`src/rtl/pipelined_rca_adder_if.sv`:
```
// Operand/result bundle for pipelined_rca_adder.
// Handshake: a beat moves on a rising edge only when its valid and ready are
// both high (in_valid/in_ready upstream, out_valid/out_ready downstream).
// A producer holding valid high keeps its payload stable until the transfer;
// ready may depend on the consumer's state but never on the same-side valid.
interface pipelined_rca_adder_if #(
  parameter int WIDTH = 16
);
  logic             in_valid;
  logic             in_ready;
  logic [WIDTH-1:0] a;
  logic [WIDTH-1:0] b;
  logic             cin;
  logic             sub;
  logic             out_valid;
  logic             out_ready;
  logic [WIDTH-1:0] sum;
  logic             cout;
  logic             overflow;

  modport master (
    output in_valid, a, b, cin, sub, out_ready,
    input  in_ready, out_valid, sum, cout, overflow
  );

  modport slave (
    input  in_valid, a, b, cin, sub, out_ready,
    output in_ready, out_valid, sum, cout, overflow
  );
endinterface

```
`src/rtl/pipelined_rca_adder.sv`:
```
// Pipelined ripple-carry adder/subtractor. The operands are cut into STAGES
// slices of SW bits; each stage ripples one slice and registers its carry.
// Unprocessed operand bits and finished sum bits travel with the valid bit,
// so the last stage register holds the complete result. WIDTH must be a
// multiple of STAGES.
module pipelined_rca_adder #(
  parameter int WIDTH  = 16,
  parameter int STAGES = 4
) (
  input logic                  clk,
  input logic                  rst_n,
  pipelined_rca_adder_if.slave bus
);
  localparam int SW = WIDTH / STAGES;

  // Whole pipeline advances or holds together.
  logic advance;

  // Stage registers: operand A, B' (already inverted for subtract),
  // partial sum, carry out of the slice, valid and signed overflow.
  logic             valid_q [STAGES];
  logic [WIDTH-1:0] a_q     [STAGES];
  logic [WIDTH-1:0] b_q     [STAGES];
  logic [WIDTH-1:0] s_q     [STAGES];
  logic             c_q     [STAGES];
  logic             ovf_q   [STAGES];

  // Inputs seen by each stage: stage 0 from the bus, stage k from register k-1.
  logic [WIDTH-1:0] src_a [STAGES];
  logic [WIDTH-1:0] src_b [STAGES];
  logic [WIDTH-1:0] src_s [STAGES];
  logic             src_c [STAGES];

  // Next values for each stage register.
  logic [WIDTH-1:0] a_d   [STAGES];
  logic [WIDTH-1:0] b_d   [STAGES];
  logic [WIDTH-1:0] s_d   [STAGES];
  logic             c_d   [STAGES];
  logic             ovf_d [STAGES];

  // Ripple scratch variables for the slice being evaluated.
  logic [WIDTH-1:0] acc;
  logic             carry;
  logic             c_msb;

  assign advance = !valid_q[STAGES-1] || bus.out_ready;

  assign bus.in_ready  = advance;
  assign bus.out_valid = valid_q[STAGES-1];
  assign bus.sum       = s_q[STAGES-1];
  assign bus.cout      = c_q[STAGES-1];
  assign bus.overflow  = ovf_q[STAGES-1];

  // Select each stage's source: fresh operands for stage 0, previous stage otherwise.
  always_comb begin
    src_a[0] = bus.a;
    src_b[0] = bus.sub ? ~bus.b : bus.b;
    src_s[0] = '0;
    src_c[0] = bus.sub ? 1'b1 : bus.cin;
    for (int k = 1; k < STAGES; k++) begin
      src_a[k] = a_q[k-1];
      src_b[k] = b_q[k-1];
      src_s[k] = s_q[k-1];
      src_c[k] = c_q[k-1];
    end
  end

  // Ripple slice k of each stage; the carry into the top bit is kept for overflow.
  always_comb begin
    acc   = '0;
    carry = 1'b0;
    c_msb = 1'b0;
    for (int k = 0; k < STAGES; k++) begin
      acc   = src_s[k];
      carry = src_c[k];
      c_msb = carry;
      for (int j = 0; j < SW; j++) begin
        c_msb = carry;
        acc[k*SW+j] = src_a[k][k*SW+j] ^ src_b[k][k*SW+j] ^ carry;
        carry = (src_a[k][k*SW+j] & src_b[k][k*SW+j]) |
                (carry & (src_a[k][k*SW+j] ^ src_b[k][k*SW+j]));
      end
      a_d[k]   = src_a[k];
      b_d[k]   = src_b[k];
      s_d[k]   = acc;
      c_d[k]   = carry;
      ovf_d[k] = c_msb ^ carry;
    end
  end

  // Stage registers: cleared by reset, loaded together on advance, held on stall.
  always_ff @(posedge clk or negedge rst_n) begin
    if (!rst_n) begin
      for (int k = 0; k < STAGES; k++) begin
        valid_q[k] <= 1'b0;
        a_q[k]     <= '0;
        b_q[k]     <= '0;
        s_q[k]     <= '0;
        c_q[k]     <= 1'b0;
        ovf_q[k]   <= 1'b0;
      end
    end else if (advance) begin
      valid_q[0] <= bus.in_valid;
      for (int k = 1; k < STAGES; k++) begin
        valid_q[k] <= valid_q[k-1];
      end
      for (int k = 0; k < STAGES; k++) begin
        a_q[k]   <= a_d[k];
        b_q[k]   <= b_d[k];
        s_q[k]   <= s_d[k];
        c_q[k]   <= c_d[k];
        ovf_q[k] <= ovf_d[k];
      end
    end
  end
endmodule

```
`src/flat_wrapper.sv`:
```
// flat-port wrapper written by rule: the top's interface ports become plain ports
module pipelined_rca_adder_flat 
#(
  parameter int WIDTH  = 16,
  parameter int STAGES = 4
)
  (clk, rst_n, bus_in_valid, bus_a, bus_b, bus_cin, bus_sub, bus_out_ready, bus_in_ready, bus_out_valid, bus_sum, bus_cout, bus_overflow);
  pipelined_rca_adder_if #(.WIDTH(WIDTH)) bus_i ();
  input logic clk;
  input logic rst_n;
  input wire logic [$bits(bus_i.in_valid)-1:0] bus_in_valid;
  input wire logic [$bits(bus_i.a)-1:0] bus_a;
  input wire logic [$bits(bus_i.b)-1:0] bus_b;
  input wire logic [$bits(bus_i.cin)-1:0] bus_cin;
  input wire logic [$bits(bus_i.sub)-1:0] bus_sub;
  input wire logic [$bits(bus_i.out_ready)-1:0] bus_out_ready;
  output wire logic [$bits(bus_i.in_ready)-1:0] bus_in_ready;
  output wire logic [$bits(bus_i.out_valid)-1:0] bus_out_valid;
  output wire logic [$bits(bus_i.sum)-1:0] bus_sum;
  output wire logic [$bits(bus_i.cout)-1:0] bus_cout;
  output wire logic [$bits(bus_i.overflow)-1:0] bus_overflow;
  assign bus_i.in_valid = bus_in_valid;
  assign bus_i.a = bus_a;
  assign bus_i.b = bus_b;
  assign bus_i.cin = bus_cin;
  assign bus_i.sub = bus_sub;
  assign bus_i.out_ready = bus_out_ready;
  assign bus_in_ready = bus_i.in_ready;
  assign bus_out_valid = bus_i.out_valid;
  assign bus_sum = bus_i.sum;
  assign bus_cout = bus_i.cout;
  assign bus_overflow = bus_i.overflow;
  pipelined_rca_adder #(.WIDTH(WIDTH), .STAGES(STAGES)) u_core (.clk(clk), .rst_n(rst_n), .bus(bus_i));
endmodule
```
`config.mk`:
```
export PLATFORM = sky130hd
export DESIGN_NAME = pipelined_rca_adder_flat
export DESIGN_NICKNAME = d
export VERILOG_FILES = /design/src/rtl/pipelined_rca_adder_if.sv /design/src/rtl/pipelined_rca_adder.sv /design/src/flat_wrapper.sv
export SDC_FILE = /design/constraint.sdc
export NUM_CORES = 1
export LEC_CHECK = 0
export CORE_ASPECT_RATIO = 0.6
export CORE_MARGIN = 4
export CORE_UTILIZATION = 45
export DETAILED_ROUTE_END_ITERATION = 6
export PLACE_DENSITY = 0.68
export SLEW_MARGIN = 30
export SYNTH_ARGS = -nofsm -noshare
export SYNTH_HDL_FRONTEND = slang
export SYNTH_SLANG_ARGS = --single-unit
```
`constraint.sdc`:
```
create_clock -name clk -period 2.5 [get_ports clk]
set_clock_uncertainty 0.05 [all_clocks]
set_input_delay 0.25 -clock clk [delete_from_list [all_inputs] [get_ports clk]]
set_output_delay 0.25 -clock clk [all_outputs]
set_load 0.01 [all_outputs]
```
==> impl_metrics.toml <==
[outcome]
status = "finished, final reports clean"

[floorplan]
die_h_um = 83.0
fp.coreArea_um2 = 9160
die_w_um = 133
ios = 58
dieArea_um2 = 11000
fp-row-count = 27
start_util = 0.461

[critical_path]
max_stage_delay_ps = 460
cpLargestDelayFamily = "adder cells"
ff2ff_path_depth = 8
worstSetupPathType = "reg2reg"
cp_common_cell = "fa_1"
path_buf_inv = 3
path_depth = 8
crit_fanout = 2
slowest_stage = "fa_1"
startpoint_type = "register"
crit_chain = "inv_1, fa_1, inv_1, fa_1, fa_1, inv_1, fa_1, a21oi_1"
endpoint_kind = "register"
cp.arrival_ps = 2560
required_ps = 2710

[layout]
antennaDiodeCount = 0
nets = 394
final_util = 0.572
drive_gt1_frac = 0.322
area_delta_synth_final_pct = 24.0

[logic_synthesis]
synth_common_cells = "dfrtp_1, mux2_2, inv_1"
syn-num-nets = 333
yosys_most_used_dff = "dfrtp_1"
synth.avg_cell_area_um2 = 15.1
yosysTopAreaCellShare = 0.575
synth.area.top_cells = "dfrtp_1, mux2_2, fa_1, xor2_1, inv_1"
synth_cell_type_count = 17
synth.most_common_cell = "dfrtp_1"
netlist_area_um2 = 4220
synthArstFlopShare = 1.00
netlist_instances = 279
synth_edf_count = 0
yosysWarnings = 0
seq_area_frac_synth = 0.575
yosysTopAreaCell = "dfrtp_1"
synth_seq_cells = 97

[global_route]
track_usage = 0.141
grt_pass1_wl_um = 12300
overflow = 0
antenna_found_initial = 1
grt_max_degree = 69
grt_pass1_vias = 2412

[timing]
fmax_ghz = 0.426
slew_headroom = 0.588
period_share = 0.939
max_slew.worst_pin.slew_ps = 618
slew_violations = 0
hold_violations = 0
min_period_ps = 2350
postLayoutSetupSlackWorst_ps = 153
rsz0062_at_grt = "no"
setup_violations = 0
worst_hold_slack_ps = 418

[drt]
routed_wl_um = 7010
wl_per_cell_um = 14.7
dr.pass1.iters = 4
post-route-drc-count = 0
viasPerCell = 4.66
num_vias = 2214
drt_iter0_markers = 97
drt.antenna.violating_nets = 0

[power_and_ir_drop]
total_leakage_power_nw = 2.26
intPower_mw = 4.34
swShare = 0.292
irDropWorstVdd_v = 0.000407
seq_power_share = 0.438
power_frac_comb = 0.355
clockPowerShare = 0.207
p_sw_mw = 1.79
p_per_area_nw_per_um2 = 1170

[flow_run]
drv_cap = 0

[clocking]
cts-root-buf = "clkbuf_16"
htree_levels = 3
cts_tree = "yes"
worstSkewPairLatency_ps = 340
cts.sinks = 97
clock_path_buffers = 2
cts.clk_slew.worst_paths_ps = 60
cts_buffers = 9

[hold_path]
min_path_type = "in2async"

[placed_design]
io_buffers = 57
hpwl_um = 4750
place_ws_ps = -435
place.gp.congestion = 0.714
cell type report:
| class | count | area, um^2 |
|---|---|---|
| clock buffer | 14 | 264 |
| clock inverter | 2 | 12.5 |
| fill | 735 | 3920 |
| inverter | 25 | 93.8 |
| multi-input combinational | 142 | 1620 |
| sequential | 97 | 2430 |
| tap | 130 | 163 |
| timing repair buffer | 65 | 657 |
worst reg2reg max path, cell delays in order (launching register included):
cell and delay [ps]:
dfrtp_1 400, inv_1 80, fa_1 160, inv_1 60, fa_1 450, fa_1 460
inv_1 100, fa_1 390, a21oi_1 130
sequential cells by signal, summed over array words and instances, names as in the netlist:
signal and flops:
u_core.bus.cout 1, u_core.bus.sum 16, u_core.bus.overflow 1, u_core.b_d 24
u_core.a_d 24, u_core.bus.out_valid 1, u_core.c_q 3, u_core.acc 12
u_core.valid_q 3, u_core.s_d 12
layout by cell type, fill, tap and decap left out, drive strengths merged:
master         count
or2                1
nor3b             10
dlygate4sd3        1
inv               25
clkinvlp           1
mux2              83
clkbuf            14
a21oi             10
clkdlybuf4s50     54
mux2i              3
xor2              12
nand2b             2
fa                16
clkinv             1
dlygate4sd2        1
xnor2              5
buf                8
dfrtp             97
dlymetal6s2s       1
repair_timing:
item / 4_1_cts / 5_1_grt
hold buffers: 1 / 0
endpoints found under the hold margin: 47 / 0
resized for setup: 1 / 5
setup endpoints to repair: 1 / 3
buffers inserted: 0 / 1
pin swaps: 0 / 2
power by group through the flow:
stage	combinational, mW	clock [mW]	sequential (mW)
2_1_floorplan	1.48	0	2.65
3_3_place_gp	2.13	0	2.69
3_5_place_dp	2.19	0	2.72
4_1_cts	2.21	1.31	2.70
5_1_grt	2.45	1.37	2.78
6_report	2.18	1.27	2.68
final timing paths:
check	start	to	slack, ps
min	rst_n	u_core.acc[3]	420
min in group clk	u_core.a_d[30]	u_core.a_d[14]	450
min reg2reg	u_core.a_d[30]	u_core.a_d[14]	450
max reg2reg	u_core.c_q[3]	u_core.s_d[23]	150
max	u_core.c_q[3]	u_core.s_d[23]	150
max in group asynchronous	rst_n	u_core.valid_q[1]	1290
metal layers:
layer	track usage	vias to the layer above	wire, um
li1	-	1055	-
met1	0.211	1102	3650
met2	0.192	43	2930
met3	0.0545	12	352
met4	0.0340	2	62
met5	0	-	7
logic make-up after synthesis:
family | share of synthesized area
DFF | 0.575
muxes | 0.232
buffers and inverters | 0.0459
xor gates and xnor gates | 0.0353
adders and majority gates | 0.0759
and+or+nand+nor | 0.0240
AOI/OAI and AO/OA | 0.0119
per-stage QoR:
| step | power (mW) | setup TNS [ps] | cells | cell area, um^2 |
|---|---|---|---|---|
| finish | 6.13 | 0 | 475 | 5240 |
| global route | 6.60 | 0 | 475 | 5240 |
| CTS | 6.21 | 0 | 474 | 5220 |
| detailed placement | 4.91 | -698 | 457 | 4930 |
| global placement | 4.83 | -616 | 457 | 4930 |
| floorplan | 4.13 | 0 | 279 | 4240 |
No activity file was read; power rests on OpenSTA's default activity.
